[config.mk]
export PLATFORM = sky130hd
export DESIGN_NAME = alu_exec_pipe_flat
export DESIGN_NICKNAME = d
export VERILOG_FILES = /design/src/rtl/alu_exec_pipe_if.sv /design/src/rtl/alu_exec_pipe.sv /design/src/flat_wrapper.sv
export SDC_FILE = /design/constraint.sdc
export NUM_CORES = 1
export LEC_CHECK = 0
export BUFFER_PORTS_ARGS = -buffer_cell sky130_fd_sc_hd__buf_2
export CAP_MARGIN = 20
export CORE_ASPECT_RATIO = 0.6
export CORE_MARGIN = 2
export CORE_UTILIZATION = 55
export CTS_CLUSTER_SIZE = 30
export DETAILED_ROUTE_END_ITERATION = 8
export HOLD_SLACK_MARGIN = 0.06
export PLACE_DENSITY = 0.87
export SYNTH_ARGS = -nofsm -noshare
export SYNTH_HDL_FRONTEND = slang
export SYNTH_SLANG_ARGS = --single-unit
[constraint.sdc]
create_clock -name clk -period 6.5 [get_ports clk]
set_clock_uncertainty 0.1 [all_clocks]
set_input_delay 0.975 -clock clk [delete_from_list [all_inputs] [get_ports clk]]
set_output_delay 0.975 -clock clk [all_outputs]
set_load 0.02 [all_outputs]
[src/rtl/alu_exec_pipe_if.sv]
// Issue and writeback handshake bundle for the two-stage ALU execution pipe.
// master = issue station plus writeback consumer; slave = the pipe.
interface alu_exec_pipe_if #(
    parameter int INST_ID_BIT    = 8,
    parameter int REG_ID_BIT     = 3,
    parameter int IMM_BIT        = 4,
    parameter int DATA_BIT       = 16,
    parameter int SPEC_LEVEL_BIT = 3
);
    logic                      in_vld;
    logic                      in_rdy;
    logic [INST_ID_BIT-1:0]    in_id;
    logic [REG_ID_BIT-1:0]     in_dst_reg;
    logic [REG_ID_BIT-1:0]     in_src_reg0;
    logic [REG_ID_BIT-1:0]     in_src_reg1;
    logic [IMM_BIT-1:0]        in_imm;
    logic [SPEC_LEVEL_BIT-1:0] in_spec_level;

    logic                      out_vld;
    logic                      out_rdy;
    logic [INST_ID_BIT-1:0]    wb_id;
    logic [REG_ID_BIT-1:0]     wb_dst_reg;
    logic [DATA_BIT-1:0]       wb_data;
    logic [SPEC_LEVEL_BIT-1:0] wb_spec_level;

    modport master (
        output in_vld, in_id, in_dst_reg, in_src_reg0, in_src_reg1, in_imm, in_spec_level,
        input  in_rdy,
        input  out_vld, wb_id, wb_dst_reg, wb_data, wb_spec_level,
        output out_rdy
    );

    modport slave (
        input  in_vld, in_id, in_dst_reg, in_src_reg0, in_src_reg1, in_imm, in_spec_level,
        output in_rdy,
        output out_vld, wb_id, wb_dst_reg, wb_data, wb_spec_level,
        input  out_rdy
    );
endinterface

[src/rtl/alu_exec_pipe.sv]
// Two-stage ALU pipe: S1 latches operands, S2 holds rf0 + rf1 + imm; latency 2, full throughput.
// Branch failure squashes entries at or above the failing level; success remaps stored levels.
module alu_exec_pipe #(
    parameter int INST_ID_BIT  = 8,
    parameter int NUM_REG      = 8,
    parameter int IMM_BIT      = 4,
    parameter int DATA_BIT     = 16,
    parameter int SPEC_DEPTH   = 4,
    localparam int REG_ID_BIT     = $clog2(NUM_REG),
    localparam int SPEC_LEVEL_BIT = $clog2(SPEC_DEPTH) + 1
) (
    input  logic                                      clk,
    input  logic                                      rst_n,
    alu_exec_pipe_if.slave                            pipe,
    output logic [REG_ID_BIT-1:0]                     rf_rd_addr0,
    output logic [REG_ID_BIT-1:0]                     rf_rd_addr1,
    input  logic [DATA_BIT-1:0]                       rf_rd_data0,
    input  logic [DATA_BIT-1:0]                       rf_rd_data1,
    output logic [NUM_REG-1:0]                        pending_write,
    output logic                                      empty,
    input  logic                                      br_pred_vld,
    input  logic                                      br_pred_succ,
    input  logic [SPEC_LEVEL_BIT-1:0]                 br_pred_fail_level,
    input  logic [SPEC_LEVEL_BIT*(SPEC_DEPTH+1)-1:0]  br_pred_succ_nxt_levels,
    output logic                                      br_pred_rdy
);
    localparam int SLB = SPEC_LEVEL_BIT;

    logic                   s1_vld, s2_vld;
    logic [INST_ID_BIT-1:0] s1_id, s2_id;
    logic [REG_ID_BIT-1:0]  s1_dst, s2_dst;
    logic [SLB-1:0]         s1_lvl, s2_lvl;
    logic [DATA_BIT-1:0]    s1_d0, s1_d1, s2_data;
    logic [IMM_BIT-1:0]     s1_imm;

    logic br_fail, br_succ, s1_rb, s2_rb, in_drop, s2_adv, accept;
    logic [SLB-1:0] s1_lvl_remap, s2_lvl_remap;

    // Levels outside the table are left untouched.
    function automatic logic [SLB-1:0] remap(input logic [SLB-1:0] lvl,
                                             input logic [SLB*(SPEC_DEPTH+1)-1:0] tbl);
        remap = lvl;
        for (int i = 0; i <= SPEC_DEPTH; i++)
            if (lvl == SLB'(i))
                remap = tbl[i*SLB +: SLB];
    endfunction

    assign br_fail      = br_pred_vld && !br_pred_succ;
    assign br_succ      = br_pred_vld && br_pred_succ;
    assign s1_rb        = s1_vld && br_fail && (s1_lvl >= br_pred_fail_level);
    assign s2_rb        = s2_vld && br_fail && (s2_lvl >= br_pred_fail_level);
    assign in_drop      = br_fail && (pipe.in_spec_level >= br_pred_fail_level);
    assign s1_lvl_remap = remap(s1_lvl, br_pred_succ_nxt_levels);
    assign s2_lvl_remap = remap(s2_lvl, br_pred_succ_nxt_levels);

    assign s2_adv      = !s2_vld || pipe.out_rdy;
    assign pipe.in_rdy = !s1_vld || s2_adv;
    assign accept      = pipe.in_vld && pipe.in_rdy;
    assign br_pred_rdy = 1'b1;

    assign rf_rd_addr0 = pipe.in_src_reg0;
    assign rf_rd_addr1 = pipe.in_src_reg1;

    assign pipe.out_vld       = s2_vld && !s2_rb;
    assign pipe.wb_id         = s2_id;
    assign pipe.wb_dst_reg    = s2_dst;
    assign pipe.wb_data       = s2_data;
    assign pipe.wb_spec_level = br_succ ? s2_lvl_remap : s2_lvl;

    assign empty = !s1_vld && !s2_vld;

    always_comb begin
        pending_write = '0;
        for (int i = 0; i < NUM_REG; i++)
            pending_write[i] = (s1_vld && s1_dst == REG_ID_BIT'(i)) ||
                               (s2_vld && s2_dst == REG_ID_BIT'(i));
    end

    always_ff @(posedge clk or negedge rst_n) begin
        if (!rst_n) begin
            s1_vld <= 1'b0;
            s2_vld <= 1'b0;
        end else begin
            if (pipe.in_rdy)
                s1_vld <= accept && !in_drop;
            else
                s1_vld <= s1_vld && !s1_rb;
            if (s2_adv)
                s2_vld <= s1_vld && !s1_rb;
            else
                s2_vld <= s2_vld && !s2_rb;
        end
    end

    // Payload and levels carry no reset; the valid bits qualify them.
    always_ff @(posedge clk) begin
        if (accept) begin
            s1_id  <= pipe.in_id;
            s1_dst <= pipe.in_dst_reg;
            s1_lvl <= pipe.in_spec_level;
            s1_d0  <= rf_rd_data0;
            s1_d1  <= rf_rd_data1;
            s1_imm <= pipe.in_imm;
        end else if (br_succ) begin
            s1_lvl <= s1_lvl_remap;
        end

        if (s2_adv) begin
            s2_id   <= s1_id;
            s2_dst  <= s1_dst;
            s2_lvl  <= br_succ ? s1_lvl_remap : s1_lvl;
            s2_data <= s1_d0 + s1_d1 + DATA_BIT'(s1_imm);
        end else if (br_succ) begin
            s2_lvl <= s2_lvl_remap;
        end
    end
endmodule
[src/flat_wrapper.sv]
// flat-port wrapper written by rule: the top's interface ports become plain ports
module alu_exec_pipe_flat 
#(
    parameter int INST_ID_BIT  = 8,
    parameter int NUM_REG      = 8,
    parameter int IMM_BIT      = 4,
    parameter int DATA_BIT     = 16,
    parameter int SPEC_DEPTH   = 4,
    localparam int REG_ID_BIT     = $clog2(NUM_REG),
    localparam int SPEC_LEVEL_BIT = $clog2(SPEC_DEPTH) + 1
)
  (clk, rst_n, rf_rd_addr0, rf_rd_addr1, rf_rd_data0, rf_rd_data1, pending_write, empty, br_pred_vld, br_pred_succ, br_pred_fail_level, br_pred_succ_nxt_levels, br_pred_rdy, pipe_in_vld, pipe_in_id, pipe_in_dst_reg, pipe_in_src_reg0, pipe_in_src_reg1, pipe_in_imm, pipe_in_spec_level, pipe_in_rdy, pipe_out_vld, pipe_wb_id, pipe_wb_dst_reg, pipe_wb_data, pipe_wb_spec_level, pipe_out_rdy);
  alu_exec_pipe_if #(.INST_ID_BIT(INST_ID_BIT), .IMM_BIT(IMM_BIT), .DATA_BIT(DATA_BIT)) pipe_i ();
  input  logic clk;
  input  logic rst_n;
  output logic [REG_ID_BIT-1:0] rf_rd_addr0;
  output logic [REG_ID_BIT-1:0] rf_rd_addr1;
  input  logic [DATA_BIT-1:0] rf_rd_data0;
  input  logic [DATA_BIT-1:0] rf_rd_data1;
  output logic [NUM_REG-1:0] pending_write;
  output logic empty;
  input  logic br_pred_vld;
  input  logic br_pred_succ;
  input  logic [SPEC_LEVEL_BIT-1:0] br_pred_fail_level;
  input  logic [SPEC_LEVEL_BIT*(SPEC_DEPTH+1)-1:0] br_pred_succ_nxt_levels;
  output logic br_pred_rdy;
  input wire logic [$bits(pipe_i.in_vld)-1:0] pipe_in_vld;
  input wire logic [$bits(pipe_i.in_id)-1:0] pipe_in_id;
  input wire logic [$bits(pipe_i.in_dst_reg)-1:0] pipe_in_dst_reg;
  input wire logic [$bits(pipe_i.in_src_reg0)-1:0] pipe_in_src_reg0;
  input wire logic [$bits(pipe_i.in_src_reg1)-1:0] pipe_in_src_reg1;
  input wire logic [$bits(pipe_i.in_imm)-1:0] pipe_in_imm;
  input wire logic [$bits(pipe_i.in_spec_level)-1:0] pipe_in_spec_level;
  output wire logic [$bits(pipe_i.in_rdy)-1:0] pipe_in_rdy;
  output wire logic [$bits(pipe_i.out_vld)-1:0] pipe_out_vld;
  output wire logic [$bits(pipe_i.wb_id)-1:0] pipe_wb_id;
  output wire logic [$bits(pipe_i.wb_dst_reg)-1:0] pipe_wb_dst_reg;
  output wire logic [$bits(pipe_i.wb_data)-1:0] pipe_wb_data;
  output wire logic [$bits(pipe_i.wb_spec_level)-1:0] pipe_wb_spec_level;
  input wire logic [$bits(pipe_i.out_rdy)-1:0] pipe_out_rdy;
  assign pipe_i.in_vld = pipe_in_vld;
  assign pipe_i.in_id = pipe_in_id;
  assign pipe_i.in_dst_reg = pipe_in_dst_reg;
  assign pipe_i.in_src_reg0 = pipe_in_src_reg0;
  assign pipe_i.in_src_reg1 = pipe_in_src_reg1;
  assign pipe_i.in_imm = pipe_in_imm;
  assign pipe_i.in_spec_level = pipe_in_spec_level;
  assign pipe_in_rdy = pipe_i.in_rdy;
  assign pipe_out_vld = pipe_i.out_vld;
  assign pipe_wb_id = pipe_i.wb_id;
  assign pipe_wb_dst_reg = pipe_i.wb_dst_reg;
  assign pipe_wb_data = pipe_i.wb_data;
  assign pipe_wb_spec_level = pipe_i.wb_spec_level;
  assign pipe_i.out_rdy = pipe_out_rdy;
  alu_exec_pipe #(.INST_ID_BIT(INST_ID_BIT), .NUM_REG(NUM_REG), .IMM_BIT(IMM_BIT), .DATA_BIT(DATA_BIT), .SPEC_DEPTH(SPEC_DEPTH)) u_core (.clk(clk), .rst_n(rst_n), .pipe(pipe_i), .rf_rd_addr0(rf_rd_addr0), .rf_rd_addr1(rf_rd_addr1), .rf_rd_data0(rf_rd_data0), .rf_rd_data1(rf_rd_data1), .pending_write(pending_write), .empty(empty), .br_pred_vld(br_pred_vld), .br_pred_succ(br_pred_succ), .br_pred_fail_level(br_pred_fail_level), .br_pred_succ_nxt_levels(br_pred_succ_nxt_levels), .br_pred_rdy(br_pred_rdy));
endmodule
# Word level (Yosys, flattened, before mapping)
# Cells that the tools add are included.
# totals
ff_bits,82
inputBits,80
wordCells,103
out_inout_bits,48
# classes
n_eq_ne,22
reduce_logical,48
addsub,2
mux,16
n_lt_le_gt_ge,3
# ops
cell,n
3-bit 2-to-1 mux,14
3-bit == test (second input constant),10
1-bit logical AND,28
3-bit by 2-bit == test with 1-bit output (second input constant),8
16-bit adder,1
16-bit by 4-bit adder with 16-bit output,1
3-bit by 1-bit == test with 1-bit output (second input constant),4
3-bit zero test,4
1-bit logical OR,10
3-bit greater-or-equal comparator,3
1-bit zero test,6
1-bit 2-to-1 mux,2

# Longest topological paths before layout
# logic_depth
ltp_word,8
mapped_depth,13

# Least setup slack after synthesis
# Ideal clock, no wire load.
# synth_path
path_type,input to output
start,in br_pred_fail_level[0]
end,out pipe_out_vld
stages,6
required_ps,5425
path_slack_ps,3448
arrival_time_ps,1977
path_buffers,0
cell_sequence,ha_1 -> nand2b_1 -> a21o_1 -> a21oi_1 -> or2_2 -> and2_1
# synth_between
elab_chain_cells,4
# synth_lines
item,line,text
"start, declared",flat_wrapper.sv:24,input logic [SPEC_LEVEL_BIT-1:0] br_pred_fail_level;
3-bit greater-or-equal comparator,alu_exec_pipe.sv:51,assign s2_rb = s2_vld && br_fail && (s2_lvl >= br_pred_fail_level);
1-bit logical AND,alu_exec_pipe.sv:51,
1-bit zero test,alu_exec_pipe.sv:64,assign pipe.out_vld = s2_vld && !s2_rb;
1-bit logical AND,alu_exec_pipe.sv:64,
"end, declared",flat_wrapper.sv:35,output wire logic [$bits(pipe_i.out_vld)-1:0] pipe_out_vld;
# No other way between the ends.

# Worst setup path after layout
# Same ends and word-level chain as after synthesis.

==> qor.yml <==
cp_cell_sequence: "buf_2 -> ha_1 -> nand2b_1 -> a21o_1 -> a21oi_1 -> or2_2 -> and2_1 -> buf_2"
htree_levels: 3
rsz0062_at_grt: "no"
fin_util_pct: 69.5
fin_crit_sh_pct: 50.6
track_usage_pct: 20.2
drc: 0
hold_violations: 0
syn_inst: 298
cp-start-kind: "primary input"
outcome: "finished clean"
post-synth-top-area-cell: "edfxtp_1"
path_class: "in2out"
die_y_um: 70.3
fin_nets: 533
grt_pass1_wl_um: 12500
crit_path_top_delay_cell: "or2_2"
syn_area_per_cell_um2: 13.5
cts_hold_buffers: 0
synth_fp_nets: 417
die-area_mm2: 0.00805
cts_sinks: 82
synth_cell_types: 45
power.switching_w: 0.000522
crit_start: "br_pred_fail_level[0]"
async_reset_ff_share_pct: 2.44
crit_top_cell: "buf_2"
fin_crit_ns: 3.29
cts_buffers: 9
synth-edff-count: 74
start_util_pct: 56.1
io_pins: 128
yosys_warnings: 0
slowest_delay_ns: 0.29
grt_pass1_vias: 2658
ys_ff_latch: 82
seqPwrFrac_pct: 43.0
dr.pass1.iters: 4
cts_buffer_depth: 2
worstPathArrival_ns: 2.21
synth_top_cell_area_share_pct: 55.2
fmax_mhz: 304
ys_top_cells_by_area: "edfxtp_1 55%, ha_1 11%, dfxtp_1 3.0%"
setup_viol: 0
routed_wl_um: 7740
cap_violations: 0
layout_setup_ws_ns: 3.21
place.gp.congestion: 0.886
cts_root_buffer: "clkbuf_16"
reg2regPathDepth: 9
whs_ns: 0.318
ir_worst_vdd_mv: 0.183
dp_hpwl_um: 5960
vias: 2703
p_int_w: 0.00122
place_ws_ns: 3.21
clk_latency_ns: 0.31
synth_area_mm2: 0.00403
p_leak_nw: 2.17
sw_frac_of_total_pct: 29.9
overflow: 0
rr_startpoint: "u_core.s1_d1[7]"
holdCritPathClass: "reg2reg"
drive_gt1_share_pct: 34.0
cp_data_required_time_ns: 5.42
area_growth_pct: 23.8
port_buffers: 114
fillerInstances: 536
die_x_um: 114
via_per_inst: 5.31
tns_ns: 0
grt_max_degree: 48
rr_endpoint: "u_core.pipe.wb_data[14]"
slew_headroom_pct: 35.6
crit_end: "pipe_out_vld"
power_density_mw_per_mm2: 350
crit_fanout: 3
ff2ff_setup_slack_ns: 3.34
synth_sequential_area_ratio_pct: 59.4
final_antenna_net_count: 0
worstMarginPinSlew_ns: 0.965
cts_resized: 0
clkPwrFrac_pct: 29.3
final_max_slew_viol_count: 0
cts_setup_buffers: 0
path_clk_slew_ns: 0.06
endpoint_kind: "output port"
core_mm2: 0.00718
tritoncts: "built"
comb_power_share_pct: 27.7
row_count: 24
routedWlPerCell_um: 15.2
finalPower_w: 0.00174
antenna_cells: 0
ys.flop_type: "edfxtp_1"
grt_antenna_before_repair: 0
drtIter0Drc: 86
## cells in the final DEF (no fill, tap or decap), types with 2 or more instances in the layout
| cell type | n |
|---|---|
| mux2_2 | 4 |
| fa_1 | 5 |
| o21ai_0 | 9 |
| nand2b_1 | 11 |
| nand3_1 | 3 |
| o21a_1 | 2 |
| mux2i_1 | 5 |
| xor2_1 | 5 |
| buf_2 | 114 |
| nor4_1 | 2 |
| mux4_2 | 2 |
| a21oi_1 | 16 |
| nor2b_1 | 2 |
| a21o_1 | 4 |
| edfxtp_1 | 74 |
| dfxtp_1 | 6 |
| clkinvlp_4 | 2 |
| o21ai_1 | 3 |
| and2_1 | 2 |
| o32ai_1 | 2 |
| ha_1 | 34 |
| nand2_1 | 15 |
| o31ai_1 | 4 |
| inv_1 | 18 |
| o22ai_1 | 8 |
| a31oi_1 | 3 |
| dfrtp_1 | 2 |
| xnor2_1 | 9 |
| nor2_1 | 19 |
| bufinv_16 | 2 |
| or2_2 | 3 |
| clkbuf_16 | 9 |
## per-stage QoR
step                      instance area (um2)  instances
after floorplan                          4030        298
after global placement                   4650        493
after detailed placement                 4680        494
after CTS                                4980        509
after global routing                     4980        509
final                                    4980        509
## critical path: cells and delay by family
family,cells,cell delay [ns]
buffers and inverters,2,0.27
AOI/OAI and AO/OA,2,0.16
adders and majority gates,1,0.27
and+or+nand+nor,3,0.54
## worst min path at each step
stage,end,slack [ns],depth (start not counted),from
6_report,u_core.pipe.wb_id[7],0.32,0,u_core.s1_id[7]
5_1_grt,u_core.s1_vld,0.32,1,rst_n
4_1_cts,u_core.pipe.wb_id[7],0.32,0,u_core.s1_id[7]
3_5_place_dp,u_core.pipe.wb_id[7],0.31,0,u_core.s1_id[7]
3_3_place_gp,u_core.pipe.wb_id[6],0.30,0,u_core.s1_id[6]
2_1_floorplan,u_core.pipe.wb_id[0],0.30,0,u_core.s1_id[0]
## power groups by stage
stage	Sequential (W)	Combinational, W	Clock [W]
floorplan	0.000811	0.000272	0
global placement	0.000757	0.000459	0
detailed placement	0.000761	0.000481	0
CTS	0.000750	0.000486	0.000525
global route	0.000760	0.000531	0.000555
finish	0.000749	0.000483	0.000512
## synthesized netlist by cell type, types with 5 or more instances
master / count
edfxtp_1: 74
ha_1: 34
inv_1: 19
nor2_1: 19
a21oi_1: 16
nand2_1: 15
nand2b_1: 11
o21ai_0: 9
xnor2_1: 9
o22ai_1: 8
buf_4: 7
dfxtp_1: 6
fa_1: 5
mux2i_1: 5
xor2_1: 5
## final cells by class
class,count,area [um2],area share (%)
Clock buffer,10,229,4.59
Sequential cell,82,2390,48.0
Clock inverter,5,80.1,1.61
Multi-Input combinational cell,187,1500,30.1
Inverter,19,71.3,1.43
Timing Repair Buffer,115,598,12.0
Tap cell,91,114,2.28
## routing by layer
layer  up-vias  part of all wire, %  GRT usage [%]
met2        83                   49           34.0
met3         6                  4.5           5.64
met4         0                 0.37           4.07
met5         -                    0              0
li1       1336                    -              -
met1      1278                   46           26.5
## cells by family (layout without fill, tap and decap cells)
| family | Yosys count | in the layout | synth area share [%] |
|---|---|---|---|
| compound gates | 62 | 62 | 9.91 |
| other cells | 1 | 1 | 0.0931 |
| xor+xnor | 14 | 14 | 3.04 |
| simple gates | 60 | 60 | 7.67 |
| buf+inv | 29 | 149 | 3.36 |
| flops | 82 | 82 | 59.4 |
| fa+ha+maj | 39 | 39 | 13.0 |
| mux | 11 | 11 | 3.48 |
(Power assumes the default switching activity.)
